--- src/rtl/tc_pl_cap_gain_pkg.sv ---
// Shared types and helpers for the sequenced capture-channel gain controller.
package tc_pl_cap_gain_pkg;

  typedef enum logic [2:0] {
    ST_IDLE,
    ST_RELAY,
    ST_SETTLE,
    ST_DACA,
    ST_DACB,
    ST_LMH,
    ST_DONE
  } gain_state_t;

  // Upper bounds for the generic table-slicing helper.
  localparam int unsigned TBL_MAX = 1024;
  localparam int unsigned ENT_MAX = 64;

  function automatic int unsigned clog2(input int unsigned n);
    int unsigned r;
    r = 0;
    while ((32'd1 << r) < n) r++;
    return r;
  endfunction

  // clk cycles from CSN fall to the end of the trailing CSN-high gap.
  function automatic int unsigned frame_cyc(input int unsigned w, input int unsigned div);
    return (2 * w + 2) * div;
  endfunction

  function automatic logic [ENT_MAX-1:0] entry_slice(input logic [TBL_MAX-1:0] tbl,
                                                     input int unsigned idx,
                                                     input int unsigned w);
    logic [TBL_MAX-1:0] sh;
    sh = tbl >> (idx * w);
    return sh[ENT_MAX-1:0] & ((ENT_MAX'(1) << w) - ENT_MAX'(1));
  endfunction

endpackage

--- src/rtl/tc_pl_cap_gain_shift.sv ---
// Generic MSB-first serializer: SCK idles low, SDI changes on falling edges,
// frame = setup half, 2*len SCK halves, one CSN-high gap half.
module tc_pl_cap_gain_shift
  import tc_pl_cap_gain_pkg::*;
#(
  parameter int unsigned W_MAX   = 32,
  parameter int unsigned SCK_DIV = 4,
  parameter int unsigned LEN_W   = clog2(W_MAX + 1)
) (
  input  logic             clk,
  input  logic             rst,
  input  logic             start,
  input  logic [LEN_W-1:0] len,
  input  logic [W_MAX-1:0] data,
  output logic             done,
  output logic             sck,
  output logic             csn,
  output logic             sdi
);

  localparam int unsigned DIV_W = clog2(SCK_DIV);
  localparam int unsigned HC_W  = LEN_W + 1;

  logic             active;
  logic [DIV_W-1:0] div;
  logic [HC_W-1:0]  half;
  logic [HC_W-1:0]  nxt_half;
  logic [HC_W-1:0]  last_half;
  logic [LEN_W-1:0] len_q;
  logic [W_MAX-1:0] sr;
  logic [W_MAX-1:0] aligned;
  logic             div_end;

  assign aligned   = data << (W_MAX - 32'(len));
  assign div_end   = active && (div == DIV_W'(SCK_DIV - 1));
  assign last_half = {len_q, 1'b0} + HC_W'(1);
  assign nxt_half  = half + HC_W'(1);
  // Combinational so the next frame can start on the same edge.
  assign done      = div_end && (half == last_half);

  always_ff @(posedge clk or negedge rst) begin
    if (!rst) begin
      active <= 1'b0;
      div    <= '0;
      half   <= '0;
      len_q  <= '0;
      sr     <= '0;
      sck    <= 1'b0;
      csn    <= 1'b1;
      sdi    <= 1'b0;
    end else if (start) begin
      active <= 1'b1;
      div    <= '0;
      half   <= '0;
      len_q  <= len;
      sr     <= aligned;
      sck    <= 1'b0;
      csn    <= 1'b0;
      sdi    <= aligned[W_MAX-1];
    end else if (div_end) begin
      div <= '0;
      if (half == last_half) begin
        active <= 1'b0;
      end else begin
        half <= nxt_half;
        if (nxt_half == last_half) begin
          csn <= 1'b1;
          sck <= 1'b0;
          sdi <= 1'b0;
        end else if (nxt_half[0]) begin
          sck <= 1'b1;
        end else begin
          sck <= 1'b0;
          sdi <= sr[W_MAX-2];
          sr  <= {sr[W_MAX-2:0], 1'b0};
        end
      end
    end else if (active) begin
      div <= div + DIV_W'(1);
    end
  end

endmodule

--- src/rtl/tc_pl_cap_gain_seq.sv ---
// Sequenced gain controller: relays, settle delay, DAC A/B and FDA frames.
// gain_en to gain_cmpt latency is 3 + del + 2*FRAME(DAC_W) + FRAME(LMH_W) (DONE registers completion).
module tc_pl_cap_gain_seq
  import tc_pl_cap_gain_pkg::*;
#(
  parameter int unsigned GAIN_NUM = 8,
  parameter int unsigned GAIN_W   = 4,
  parameter int unsigned DAC_W    = 32,
  parameter int unsigned LMH_W    = 16,
  parameter int unsigned RELAY_W  = 4,
  parameter int unsigned DEL_W    = 32,
  parameter int unsigned SCK_DIV  = 4
) (
  input  logic                        clk,
  input  logic                        rst,
  input  logic [GAIN_W-1:0]           gain_value,
  input  logic                        gain_en,
  input  logic                        gain_force,
  input  logic [DEL_W-1:0]            cap_gain_del,
  input  logic [GAIN_NUM*DAC_W-1:0]   gain_dacA_tbl,
  input  logic [GAIN_NUM*DAC_W-1:0]   gain_dacB_tbl,
  input  logic [GAIN_NUM*LMH_W-1:0]   gain_lmh_tbl,
  input  logic [GAIN_NUM*RELAY_W-1:0] gain_relay_tbl,
  output logic                        gain_busy,
  output logic                        gain_cmpt,
  output logic                        gain_err,
  output logic [GAIN_W-1:0]           gain_cur,
  output logic                        gain_cur_vld,
  output logic [RELAY_W-1:0]          relay_out,
  output logic                        DAC_SCK,
  output logic                        DAC_CSN,
  output logic                        DAC_SDI,
  output logic                        FDA_SCK,
  output logic                        FDA_CSN,
  output logic                        FDA_SDI
);

  localparam int unsigned SH_W  = (DAC_W > LMH_W) ? DAC_W : LMH_W;
  localparam int unsigned LEN_W = clog2(SH_W + 1);

  gain_state_t       state, state_n;
  logic [GAIN_W-1:0] idx_q;
  logic [DAC_W-1:0]  dac_a_q, dac_b_q;
  logic [LMH_W-1:0]  lmh_q;
  logic [DEL_W-1:0]  del_q, cnt;
  logic              sh_start, sh_done, sh_sck, sh_csn, sh_sdi;
  logic [LEN_W-1:0]  sh_len;
  logic [SH_W-1:0]   sh_data;
  logic              in_range, same_gain, accept, dac_sel, fda_sel;

  assign in_range  = 32'(gain_value) < GAIN_NUM;
  assign same_gain = gain_cur_vld && (gain_value == gain_cur) && !gain_force;
  assign accept    = gain_en && (state == ST_IDLE) && in_range && !same_gain;

  always_comb begin
    state_n  = state;
    sh_start = 1'b0;
    sh_len   = LEN_W'(DAC_W);
    sh_data  = SH_W'(dac_a_q);
    case (state)
      ST_IDLE:   if (accept) state_n = ST_RELAY;
      ST_RELAY: begin
        if (del_q == '0) begin
          state_n  = ST_DACA;
          sh_start = 1'b1;
        end else begin
          state_n = ST_SETTLE;
        end
      end
      ST_SETTLE: begin
        if (cnt == del_q - DEL_W'(1)) begin
          state_n  = ST_DACA;
          sh_start = 1'b1;
        end
      end
      ST_DACA: begin
        if (sh_done) begin
          state_n  = ST_DACB;
          sh_start = 1'b1;
          sh_data  = SH_W'(dac_b_q);
        end
      end
      ST_DACB: begin
        if (sh_done) begin
          state_n  = ST_LMH;
          sh_start = 1'b1;
          sh_len   = LEN_W'(LMH_W);
          sh_data  = SH_W'(lmh_q);
        end
      end
      ST_LMH:    if (sh_done) state_n = ST_DONE;
      ST_DONE:   state_n = ST_IDLE;
      default:   state_n = ST_IDLE;
    endcase
  end

  always_ff @(posedge clk or negedge rst) begin
    if (!rst) begin
      state        <= ST_IDLE;
      idx_q        <= '0;
      dac_a_q      <= '0;
      dac_b_q      <= '0;
      lmh_q        <= '0;
      del_q        <= '0;
      cnt          <= '0;
      relay_out    <= '0;
      gain_cur     <= '0;
      gain_cur_vld <= 1'b0;
      gain_busy    <= 1'b0;
      gain_cmpt    <= 1'b0;
      gain_err     <= 1'b0;
    end else begin
      state     <= state_n;
      gain_cmpt <= 1'b0;
      gain_err  <= 1'b0;
      if (gain_en) begin
        if (state != ST_IDLE || !in_range) begin
          gain_err <= 1'b1;
        end else if (same_gain) begin
          gain_cmpt <= 1'b1;
        end else begin
          idx_q     <= gain_value;
          dac_a_q   <= DAC_W'(entry_slice(TBL_MAX'(gain_dacA_tbl), 32'(gain_value), DAC_W));
          dac_b_q   <= DAC_W'(entry_slice(TBL_MAX'(gain_dacB_tbl), 32'(gain_value), DAC_W));
          lmh_q     <= LMH_W'(entry_slice(TBL_MAX'(gain_lmh_tbl), 32'(gain_value), LMH_W));
          relay_out <= RELAY_W'(entry_slice(TBL_MAX'(gain_relay_tbl), 32'(gain_value), RELAY_W));
          del_q     <= cap_gain_del;
          gain_busy <= 1'b1;
        end
      end
      cnt <= (state == ST_SETTLE) ? cnt + DEL_W'(1) : '0;
      if (state == ST_DONE) begin
        gain_cmpt    <= 1'b1;
        gain_busy    <= 1'b0;
        gain_cur     <= idx_q;
        gain_cur_vld <= 1'b1;
      end
    end
  end

  tc_pl_cap_gain_shift #(
    .W_MAX   (SH_W),
    .SCK_DIV (SCK_DIV),
    .LEN_W   (LEN_W)
  ) u_shift (
    .clk   (clk),
    .rst   (rst),
    .start (sh_start),
    .len   (sh_len),
    .data  (sh_data),
    .done  (sh_done),
    .sck   (sh_sck),
    .csn   (sh_csn),
    .sdi   (sh_sdi)
  );

  assign dac_sel = (state == ST_DACA) || (state == ST_DACB);
  assign fda_sel = (state == ST_LMH);

  assign DAC_SCK = dac_sel & sh_sck;
  assign DAC_CSN = dac_sel ? sh_csn : 1'b1;
  assign DAC_SDI = dac_sel & sh_sdi;
  assign FDA_SCK = fda_sel & sh_sck;
  assign FDA_CSN = fda_sel ? sh_csn : 1'b1;
  assign FDA_SDI = fda_sel & sh_sdi;

endmodule

--- config.mk ---
export PLATFORM = sky130hd
export DESIGN_NAME = tc_pl_cap_gain_seq
export DESIGN_NICKNAME = d
export VERILOG_FILES = /design/src/rtl/tc_pl_cap_gain_pkg.sv /design/src/rtl/tc_pl_cap_gain_shift.sv /design/src/rtl/tc_pl_cap_gain_seq.sv
export SDC_FILE = /design/constraint.sdc
export NUM_CORES = 1
export LEC_CHECK = 0
export ABC_AREA = 1
export CAP_MARGIN = 10
export CELL_PAD_IN_SITES_DETAIL_PLACEMENT = 1
export CELL_PAD_IN_SITES_GLOBAL_PLACEMENT = 2
export CORE_AREA = 5 5 291 293
export DETAILED_ROUTE_END_ITERATION = 16
export DIE_AREA = 0 0 296 298
export GPL_TIMING_DRIVEN = 0
export PLACE_DENSITY = 0.85
export SKIP_LAST_GASP = 1
export SLEW_MARGIN = 20
export SYNTH_ARGS = -nofsm -noshare
export SYNTH_HDL_FRONTEND = slang
export SYNTH_HIERARCHICAL = 1
export SYNTH_SLANG_ARGS = --single-unit
--- constraint.sdc ---
create_clock -name clk -period 4.1 [get_ports clk]
set_input_delay 1.025 -clock clk [delete_from_list [all_inputs] [get_ports clk]]
set_output_delay 1.025 -clock clk [all_outputs]
set_load 0.02 [all_outputs]
# After elaboration in Yosys (flattened, before gate mapping)
# Index checks and enable logic that the tools add are counted.
# W data, S select, Z words.
[word_totals] ff_bits=213 in_bits=712 out_inout_bits=18 word_cells=147
[classes] addsub=6 n_lt_le_gt_ge=1 eq_ne=22 n_shift=5 mux=57 bitwise=6 reduce_logical=29
[op_table] operator="$shr A256 B9 Y32" count=2
[op_table] operator="$mux W31" count=5
[op_table] operator="$shr A128 B8 Y16" count=1
[op_table] operator="$mux W32" count=3
[op_table] operator="$pmux W32 S2" count=1
[op_table] operator="$mux W1" count=33
[op_table] operator="$add A32 B1 Y32 const B" count=1
[op_table] operator="$eq A32 B32 Y1" count=1
[op_table] operator="$logic_not A32 Y1" count=1
[op_table] operator="$shl A32 B32 Y32" count=1
[op_table] operator="$shr A32 B6 Y4" count=1
[op_table] operator="$sub A32 B1 Y32 const B" count=1
[op_table] operator="$mux W7" count=3
[op_table] operator="$pmux W3 S6" count=1
[op_table] operator="$ne A2 B2 Y1 const B" count=8
[op_table] operator="$mux W3" count=5
[op_table] operator="$add A7 B1 Y7 const B" count=2
[op_table] operator="$eq A7 B7 Y1" count=2
[op_table] operator="$mux W6" count=2
[op_table] operator="$reduce_and A3 Y1" count=4
[op_table] operator="$eq A3 B3 Y1 const B" count=3
[op_table] operator="$reduce_bool A2 Y1" count=4
[op_table] operator="$logic_and A1 B1 Y1" count=7
[op_table] operator="$sub A6 B6 Y7 const A" count=1
[op_table] operator="20 further kinds" count=33

# Logic depth before layout (Yosys ltp)
# Gate-level depths: netlist (run 1).
[logic_depth] ltp_word=8 mapped_depth=25 ltp_nobuf=23

# Cells and area by module
# Netlist (run 1), hierarchy kept.
[modules_own_cells] module="tc_pl_cap_gain_seq" instances=1 cells_per_inst=2231 area_each_um2=13666.9 seq_area_each_um2=4078.9
[modules_own_cells] module="tc_pl_cap_gain_shift" instances=1 cells_per_inst=651 area_each_um2=4130.2 seq_area_each_um2=1252.5

# Least setup slack after synthesis (run 1)
# No wires, ideal clock.
[synth_timing] path_type="flip-flop to flip-flop" start="reg u_shift.half[2]" end="reg u_shift.sr[25]" setup_time_ps=120 arrival_ps=2991 required_time_ps=3980 setup_slack_ps=990 stages_incl_launch_ff=20 path_buffers=3 period_less_slack_ps=3110 cell_sequence="dfrtp_1 -> inv_1 -> nor2_1 -> nor3_2 -> nand2_1 -> nor2_2 -> inv_1 -> nor2_1 -> inv_1 -> nor2_1 -> inv_1 -> clkbuf_1 -> o211ai_1 -> clkbuf_1 -> clkinv_1 -> clkbuf_1 -> a21oi_1 -> nand3_1 -> o21ai_0 -> inv_1"
[synth_via] word_cells_on_any_way=19 classes_between="add/sub: 2; eq/ne: 5; shift: 1; mux: 8; reduce/logical: 3"
[synth_rtl] item="start: declaration" line_no="tc_pl_cap_gain_shift.sv:26" source="logic [HC_W-1:0] half;"
[synth_rtl] item="start signal: assignment" line_no="tc_pl_cap_gain_shift.sv:65" source="half <= nxt_half;"
[synth_rtl] item="$eq A7 B7 Y1 (*)" line_no="tc_pl_cap_gain_shift.sv:39" source="assign done = div_end && (half == last_half);"
[synth_rtl] item="$logic_and A1 B1 Y1 (*)" line_no="tc_pl_cap_gain_shift.sv:39"
[synth_rtl] item="net sh_done" line_no="tc_pl_cap_gain_seq.sv:46" source="logic sh_start, sh_done, sh_sck, sh_csn, sh_sdi;"
[synth_rtl] item="$mux W1 (*)" line_no="tc_pl_cap_gain_seq.sv:77, tc_pl_cap_gain_seq.sv:84"
[synth_rtl] item="$pmux W1 S3 (*)" line_no="tc_pl_cap_gain_seq.sv:60" source="case (state)"
[synth_rtl] item="net sh_start" line_no="tc_pl_cap_gain_seq.sv:46"
[synth_rtl] item="$ne A2 B2 Y1 (no line) / $reduce_bool A2 Y1 (equally long branches)"
[synth_rtl] item="$reduce_and A4 Y1 (no line)"
[synth_rtl] item="end signal: assignment" line_no="tc_pl_cap_gain_shift.sv:56" source="sr <= aligned;"
[synth_rtl] item="end signal: assignment" line_no="tc_pl_cap_gain_shift.sv:75" source="sr <= {sr[W_MAX-2:0], 1'b0};"
[synth_rtl] item="end: declaration" line_no="tc_pl_cap_gain_shift.sv:30" source="logic [W_MAX-1:0] sr;"
# The timed path passes the listed nets; every way through them passes the cells marked *.
# A chain may end at the register's enable or synchronous reset.

# Worst setup path in the final report (run 1)
[layout_timing] start="in gain_value[0]" end="reg lmh_q[5]"
[layout_via] elab_chain_len=5 word_cells_on_any_way=10 classes_between="order compare: 1; eq/ne: 1; shift: 1; bitwise: 2; reduce/logical: 5"
[layout_lines] item="start: declaration" line_no="tc_pl_cap_gain_seq.sv:16" source="input logic [GAIN_W-1:0] gain_value,"
[layout_lines] item="parallel branches: the longest is 5 deep, another holds $shr A128 B8 Y16"
[layout_lines] item="end signal: assignment" line_no="tc_pl_cap_gain_seq.sv:125" source="lmh_q <= LMH_W'(entry_slice(TBL_MAX'(gain_lmh_tbl), 32'(gain_value), LMH_W));"
[layout_lines] item="end: declaration" line_no="tc_pl_cap_gain_seq.sv:44" source="logic [LMH_W-1:0] lmh_q;"
# Several ways; the timed one is not identified.

==> flow_summary_export.csv, run 1 <==
group,metric,value,unit
outcome,status,"finished with violations",
outcome,violations,"negative setup slack",
critical_path,required,4.59,ns
synth,synthDistinctLibCells,51,
drt,drt-total-wl,130000,um
timing,period_share,1.02,
drt,ant_nets,0,
clocking,cts_root_buffer,"clkbuf_16",
synth,netlist_instances,2882,
power,p_per_area,381,nW/um2
clocking,clkSinkCount,213,
clocking,htree_levels,1,
timing,period_needed,4.17,ns
critical_path,timing_worst_setup_path_type,"in -> reg",
critical_path,r2r-start,"u_shift/half[2]",
critical_path,critPathLaunchType,"input pin",
finish,finalNonFillerCells,4777,
timing,fin_tns_setup,-0.0664,ns
timing,worstMarginPinSlew,1.20,ns
floorplan,dieArea,88200,um2
synth,synth_area,17800,um2
power,ir_drop,0.000305,V
floorplan,rows,105,
critical_path,cp_max_fo,10,
drt,drt_iter0_drc,1642,
synth,synth.area.mux_share,0,
job,maxCapViolCount,0,
timing,relSlewSlack,0.200,
floorplan,start_util,0.218,
timing,finalWorstSetupSlack,-0.0664,ns
synth,synth_compound_area_frac,0.244,
synth,ys_ff_latch,213,
synth,synth-xor-area-share,0.0231,
timing,drv_slew,0,
floorplan,pin_count,730,
timing,skew,0.0249,ns
timing,finalHoldViolations,0,
clocking,cts.path.max_buffers,3,
critical_path,worstPathArrival,4.66,ns
synth,synth_top_family_by_area,"simple AND/OR/NAND/NOR gates",
clocking,cts_made_buffers,28,
drt,wl_per_cell,27.3,um
finish,final_common_cell,"clkdlybuf4s50_1",
global_route,grt_pass1_vias,25700,
critical_path,startpoint,"gain_value[0]",
place,portBuffers,728,
critical_path,end_kind,"flop",
place,dp_hpwl,109000,um
timing,fmax,0.240,GHz
drt,drtPass1Iterations,5,
drt,vias,24700,
global_route,grt-ovfl-total,0,
drt,drcViolationCount,0,
timing,setup_viol,1,
place,placed_cells,4692,
synth,ys_seq_area_frac,0.300,
critical_path,rrSetupSlack,0.23,ns
synth,yosys.area_share.simple,0.352,
synth,yosys_warnings,6,
power,p_total,0.0105,W
synth,synthAdderAreaFrac,0.00352,
clocking,clock_latency,0.58,ns
hold_path,min_path_type,"in -> async",
global_route,antenna_found_initial,41,
finish,fin_nets,4375,
finish,drive_above_1_share,0.0441,
clocking,cts_tree,"done",
global_route,grt_start_max_net_pins,88,
finish,post-route-util,0.339,
synth,synth_area_per_cell,6.18,um2
global_route,grtUsageTotal,0.279,
drt,vias_per_cell,5.16,
floorplan,fp.dieW,296,um
finish,area_growth,55.3,%
finish,final_cell_mix,"clkdlybuf4s50_1, nor2_1, nand2_1",
power,p_leak,10.9,nW
place,gp_congestion,1.01,
clocking,cts.clk_slew.worst_paths,0.06,ns
floorplan,core_area,81600,um2
timing,rsz0062_at_grt,"no",
global_route,grt_pass1_wl,181000,um
floorplan,die_h,298,um
[Yosys cell counts (all sizes together)]
master | n | area [um2]
a41oi | 1 | 8.76
nand4 | 25 | 163
xor2 | 31 | 272
dfstp | 1 | 26.3
a32o | 16 | 160
a2bb2oi | 1 | 8.76
inv | 122 | 458
or2 | 9 | 56.3
nor4 | 11 | 75.1
clkbuf | 157 | 589
o21ai | 399 | 2000
nor3b | 2 | 15.0
o211ai | 2 | 15.0
o21bai | 3 | 22.5
nand3 | 268 | 1350
conb | 1 | 3.75
o221ai | 2 | 17.5
ha | 5 | 62.6
a31oi | 84 | 526
a211oi | 1 | 7.51
a221oi | 5 | 43.8
clkinv | 2 | 7.51
dfrtp | 212 | 5310
a21oi | 83 | 427
nand3b | 6 | 45.0
o21a | 3 | 22.5
xnor2 | 16 | 140
nor3 | 17 | 95.1
a22oi | 2 | 15.0
a311oi | 1 | 8.76
nand2 | 560 | 2130
a21boi | 1 | 7.51
buf | 59 | 315
o22ai | 170 | 1060
nor2 | 604 | 2330
[cell families after synthesis]
kind of cell | after synthesis
simple gates | 1502
compound gates | 774
buf+inv | 340
flops | 213
xor+xnor | 47
fa+ha+maj | 5
other cells | 1
[state kept, by name (all words and copies together), names as in the netlist, 2 cells and up]
name	count
u_shift/div	2
state	3
del_q	32
relay_out	4
dac_a_q	32
u_shift/half	7
lmh_q	16
u_shift/sr	31
u_shift/len_q	6
cnt	32
idx_q	4
dac_b_q	32
gain_cur	4
[path summary, 6_finish.rpt]
path,to,cells after the start
min,del_q[1],1
max reg2reg,u_shift/sr[17],20
min in group clk,u_shift/csn,2
max in group asynchronous,relay_out[0],2
max,lmh_q[5],8
min reg2reg,u_shift/csn,2
[per-stage QoR]
step           area [um2]  hold WS, ns  setup WS [ns]
6_report            27600        0.397        -0.0664
3_5_place_dp        26500        0.463          -1.13
2_1_floorplan       17800        0.446          0.990
5_1_grt             27600        0.434         0.0138
4_1_cts             27500        0.402         0.0191
3_3_place_gp        26500        0.458          -7.65
[area by class of cell]
cell class	instances	area, um2
Tap cell	1070	1340
Multi-Input combinational cell	2339	11200
Antenna cell	30	75.1
Buffer	215	912
Fill cell	10300	53900
Timing Repair Buffer	737	7400
Clock buffer	44	862
Sequential cell	213	5330
Inverter	124	473
Clock inverter	5	85.1
[layer usage]
metal	global-route usage	wire length [um]	vias to the layer above
met1	0.339	51600	12100
met3	0.0426	8310	223
met5	0	38	-
met2	0.484	63200	940
met4	0.129	7290	6
li1	-	-	11400
[repair_timing]
action | CTS | global route
pin swaps | 1 | 0
buffers inserted | 2 | 5
hold buffers | 0 | 0
endpoints found under the setup margin | 55 | 39
resized for setup | 10 | 9
[report_power, final]
part | internal, W | total, W | leakage, nW | switching, W
logic | 0.00184 | 0.00443 | 7.89 | 0.00258
clock network | 0.00156 | 0.00258 | 0.466 | 0.00102
registers | 0.00274 | 0.00352 | 2.52 | 0.000787
[worst max-delay path, cell delays in order]
cell	delay, ns
clkdlybuf4s50_1	0.49
inv_2	0.23
clkbuf_1	0.85
clkbuf_1	0.96
o21ai_0	0.17
o22ai_1	0.60
nand2_1	0.11
a31oi_1	0.21
(Power assumes the default switching activity.)
==> run 2: changes to the inputs <==
CTS_BUF_LIST = sky130_fd_sc_hd__clkbuf_8   (was not set)
==> run 2 against run 1 <==
The run still ends with negative setup slack left. Highest routed layer unchanged. First-iteration DRC count up 6.2%. Hold slack worse by 0.043 ns. Critical path depth down 1. Global-route usage about the same. Maximum frequency up 1.2%.
==> flow_summary_export.csv, run 2 (synthesis results as in run 1) <==
group,metric,value,unit
global_route,grtUsageTotal,0.279,
place,placed_cells,4692,
critical_path,required,4.62,ns
timing,finalWorstSetupSlack,-0.0187,ns
hold_path,min_path_type,"in -> async",
critical_path,r2r-start,"u_shift/half[2]",
global_route,grt-ovfl-total,0,
critical_path,worstPathArrival,4.63,ns
outcome,status,"finished with violations",
clocking,cts.clk_slew.worst_paths,0.06,ns
drt,vias,24800,
critical_path,startpoint,"gain_value[1]",
power,p_per_area,391,nW/um2
drt,drtPass1Iterations,5,
finish,drive_above_1_share,0.0520,
finish,final_cell_mix,"clkdlybuf4s50_1, nor2_1, nand2_1",
timing,hold_ws,0.353,ns
clocking,cts_tree,"done",
finish,area_growth,56.3,%
floorplan,dieArea,88200,um2
timing,setup_viol,1,
critical_path,end_kind,"flop",
critical_path,cp_max_fo,10,
drt,drt-total-wl,130000,um
drt,vias_per_cell,5.15,
timing,relSlewSlack,0.248,
drt,drcViolationCount,0,
clocking,cts_root_buffer,"clkbuf_8",
clocking,clkSinkCount,213,
finish,final_common_cell,"clkdlybuf4s50_1",
clocking,clock_latency,0.62,ns
finish,fin_area,27800,um2
power,p_leak,11.0,nW
power,ir_drop,0.000231,V
place,gp_congestion,1.01,
global_route,antenna_found_initial,42,
place,dp_hpwl,109000,um
timing,skew,0.0331,ns
place,portBuffers,728,
finish,post-route-util,0.341,
drt,wl_per_cell,27.0,um
timing,finalHoldViolations,0,
outcome,violations,"negative setup slack",
floorplan,core_area,81600,um2
drt,ant_nets,0,
drt,drt_iter0_drc,1743,
finish,fin_nets,4390,
power,p_total,0.0109,W
global_route,grt_pass1_vias,25900,
timing,worstMarginPinSlew,1.13,ns
clocking,htree_levels,2,
timing,rsz0062_at_grt,"yes",
finish,finalNonFillerCells,4810,
job,maxCapViolCount,0,
clocking,ctsHoldBuffers,0,
place,placed_cell_area,26500,um2
timing,period_share,1.00,
floorplan,start_util,0.218,
timing,period_needed,4.12,ns
floorplan,fp.dieW,296,um
timing,fmax,0.243,GHz
critical_path,timing_worst_setup_path_type,"in -> reg",
global_route,grt_start_max_net_pins,88,
floorplan,pin_count,730,
critical_path,critPathLaunchType,"input pin",
clocking,cts_made_buffers,44,
floorplan,die_h,298,um
timing,drv_slew,0,
global_route,grt_pass1_wl,181000,um
clocking,cts.path.max_buffers,3,
floorplan,rows,105,
[run 2: changes by cell type in the layout (fill, tap and decap cells not counted), moves of 5 or more]
| cell | previous run | this run |
|---|---|---|
| bufinv_16 | 2 | 10 |
| clkbuf_1 | 157 | 151 |
| clkbuf_16 | 29 | 0 |
| clkbuf_8 | 8 | 54 |
| clkinv_2 | 1 | 8 |
| inv_1 | 111 | 116 |
[run 2: worst paths after layout]
kind / slack (ns) / cells after the start / endpoint
worst max-delay path: -0.02 / 7 / lmh_q[6]
worst min-delay path: 0.35 / 1 / del_q[1]
worst max register to register: 0.23 / 20 / u_shift/sr[16]
worst min register to register: 0.47 / 2 / u_shift/csn
max in group asynchronous: 2.89 / 2 / lmh_q[4]
min in group clk: 0.47 / 2 / u_shift/csn
[run 2: per-stage QoR]
step / TNS [ns] / setup WS [ns]
after floorplan: 0 / 0.990
after global placement: -1673.96 / -7.65
after detailed placement: -65.65 / -1.13
after CTS: -0.0442 / -0.0442
after global routing: -0.00460 / -0.00323
final: -0.0187 / -0.0187
[run 2: repair_timing]
item | 4_1_cts | 5_1_grt
resized for setup | 9 | 7
setup buffers | 2 | 5
endpoints found under the setup margin | 55 | 41
pin swaps | 1 | 0
[run 2: layout make-up]
class	count	area, um2
Antenna cell	32	80.1
Clock buffer	54	743
Timing Repair Buffer	737	7400
Sequential cell	213	5330
Fill cell	10300	53800
Clock inverter	27	390
Multi-Input combinational cell	2339	11200
Tap cell	1070	1340
Buffer	214	906
Inverter	124	473
[run 2: per-layer routing]
layer	GRT usage	vias up	part of all wire
met1	0.337	12200	0.40
met5	0	-	0.00028
met4	0.141	6	0.057
met3	0.0469	231	0.063
met2	0.479	927	0.48
li1	-	11500	-
[run 2: power breakdown]
part / switching, W / internal (W)
Clock: 0.00110 / 0.00183
Combinational: 0.00258 / 0.00184
Sequential: 0.000778 / 0.00274
Total: 0.00446 / 0.00641
[run 2: worst max-delay path, cell delays in order]
cell and delay (ns):
clkdlybuf4s50_1 0.80, clkbuf_1 0.75, clkbuf_1 0.83, o21ai_0 0.29
o22ai_1 0.64, nand2_1 0.10, a31oi_1 0.18
==> RTL change: new RTL, flow settings as in run 2 <==
Put a register stage on the outputs `DAC_SCK`, `DAC_CSN`, `DAC_SDI`, `FDA_SCK`, `FDA_CSN` and `FDA_SDI`, with the module's reset. The values now appear one clock later. The other outputs are not delayed to match.
--- a/src/rtl/tc_pl_cap_gain_seq.sv
+++ b/src/rtl/tc_pl_cap_gain_seq.sv
@@ -157,12 +157,23 @@
   assign dac_sel = (state == ST_DACA) || (state == ST_DACB);
   assign fda_sel = (state == ST_LMH);
 
-  assign DAC_SCK = dac_sel & sh_sck;
-  assign DAC_CSN = dac_sel ? sh_csn : 1'b1;
-  assign DAC_SDI = dac_sel & sh_sdi;
-  assign FDA_SCK = fda_sel & sh_sck;
-  assign FDA_CSN = fda_sel ? sh_csn : 1'b1;
-  assign FDA_SDI = fda_sel & sh_sdi;
+  always_ff @(posedge clk or negedge rst) begin
+    if (!rst) begin
+      DAC_SCK <= '0;
+      DAC_CSN <= '0;
+      DAC_SDI <= '0;
+      FDA_SCK <= '0;
+      FDA_CSN <= '0;
+      FDA_SDI <= '0;
+    end else begin
+      DAC_SCK <= dac_sel & sh_sck;
+      DAC_CSN <= dac_sel ? sh_csn : 1'b1;
+      DAC_SDI <= dac_sel & sh_sdi;
+      FDA_SCK <= fda_sel & sh_sck;
+      FDA_CSN <= fda_sel ? sh_csn : 1'b1;
+      FDA_SDI <= fda_sel & sh_sdi;
+    end
+  end
 
 endmodule
 
Formal check against the unedited RTL: not equivalent (Yosys sat finds a counterexample within 4 cycles, from zero or initial values and one cycle with rst low).
==> RTL change against run 2 <==
- the run still ends with negative setup slack left
- first-iteration DRC count grew 4.4%
- setup slack got worse by 0.11 ns
- die area did not move
- synthesized area is 1.0% higher
- cell area shrank 0.35%
- via count up 0.28%
- sequential cell count is 6 higher
- utilization decreased by 0.12 points
- routed wire length is 0.86% higher
- power decreased by 2.8%
- critical path type unchanged
- critical endpoint is now lmh_q[7]
- largest power group unchanged
==> RTL change: results (changes against run 2) <==
| Metric | Value |
|---|---|
| Antenna violations before repair | `25 (was 42)` |
| Drt total wl | `131000 um (was 130000 um)` |
| Via density | `5.17 (was 5.15)` |
| GRT Util Overall | `28.1% (was 27.9%)` |
| Number of global-route vias before repair | `25.6k (was 25.9k)` |
| Place WS | `-0.775 ns (was -1.13 ns)` |
| P_clk | `2.42 mW (was 2.93 mW)` |
| First-pass GRT wire length | `182000 um (was 181000 um)` |
| Seq pwr | `3.63 mW (was 3.52 mW)` |
| Layout net count | `4401 (was 4390)` |
| DPL Wire Length | `110000 um (was 109000 um)` |
| CTS Buf Count | `44 (unchanged)` |
| Met1 WL | `54500 um (was 51300 um)` |
| Multi-Input Combinational | `2356 (was 2339)` |
| Met3 wire len | `7680 um (was 8160 um)` |
| Slew @ Worst Pin | `1.23 ns (was 1.13 ns)` |
| Met2 WL post-DR | `64300 um (was 63000 um)` |
| Failing checks | `negative setup slack (unchanged)` |
| Detailed Route Iter0 Violations | `1819 (was 1743)` |
| Multi-input logic portion of the cell area | `40.5% (was 40.1%)` |
| Data buffer area share | `29.9% (about the same)` |
| Fin util | `34.0% (was 34.1%)` |
| Critical path arrival | `4.77 ns (was 4.63 ns)` |
| Status | `finished, violations left (unchanged)` |
| Clk_skew | `0.0275 ns (was 0.0331 ns)` |
| Peak supply drop | `0.200 mV (was 0.231 mV)` |
| Leakage | `11.0 nW (about the same)` |
| Placed Cells | `4706 (was 4692)` |
| Final clock-cell share | `3.32% (was 4.07%)` |
| Met2 global-route usage | `49.1% (was 47.9%)` |
| Repair and plain buffers | `945 (was 951)` |
| P_int | `6.00 mW (was 6.41 mW)` |
| Clock buffers | `55 (was 54)` |
| Clk network pwr share | `22.9% (was 27.0%)` |
| Crit path largest cell delay | `0.84 ns` |
| Met1 Use GR | `35.3% (was 33.7%)` |
| Hold/Removal Path Class | `in -> async (unchanged)` |
| Number of synthesized register bits | `219 (was 213)` |
| M3 GR Usage | `4.62% (was 4.69%)` |
| Top post-synthesis cells by area | `dfrtp_1 (30%), nor2_1 (12%), nand2_1 (12%), o21ai_0 (11%), nand3_1 (7.3%) (was dfrtp_1 (30%), nor2_1 (12%), nand2_1 (12%), o21ai_0 (11%), nand3_1 (7.5%))` |
| Post-synth top cells | `nor2_1 (591), nand2_1 (566), o21ai_0 (383) (was nor2_1 (585), nand2_1 (550), o21ai_0 (394))` |
| Routed wire per std cell | `27.3 um (was 27.0 um)` |
| DP Area | `26700 um^2 (was 26500 um^2)` |
| Final worst slack | `-0.132 ns (was -0.0187 ns)` |
| Largest net degree at the start of global routing | `86 (was 88)` |
| Synth cell types | `49 (was 51)` |
| Post-synthesis sequential area ratio | `30.5% (was 30.0%)` |
| Register area | `5480 um^2 (was 5330 um^2)` |
| Root buffer cell | `clkbuf_8 (unchanged)` |
| Placer congestion estimate | `0.968 (was 1.01)` |
| Setup-failing EPs final | `1 (unchanged)` |
-- RTL change: logic make-up after synthesis --
family,count (synthesis),synth area share (%)
other cells,1,0.0209
fa+ha+maj,5,0.348
buf+inv,330,7.40
simple gates,1519,35.2
flops,219,30.5
xor+xnor,47,2.29
compound gates,774,24.2
-- RTL change: path summary, 6_finish.rpt --
kind	startpoint	end	slack [ns]	cells after the start
worst min-delay path	rst	del_q[3]	0.35	1
min in group clk	u_shift/csn	u_shift/csn	0.47	2
max in group asynchronous	rst	dac_a_q[18]	2.55	3
worst max-delay path	gain_value[0]	lmh_q[7]	-0.13	8
worst max register to register	u_shift/half[2]	u_shift/sr[24]	0.25	19
worst min register to register	u_shift/csn	u_shift/csn	0.47	2
-- RTL change: what timing repair did --
action / CTS / global route
hold buffers: 0 / 0
pin swaps: 1 / 0
setup endpoints to repair: 49 / 32
resized for setup: 4 / 8
endpoints found under the hold margin: 0 / 0
buffers inserted: 2 / 2
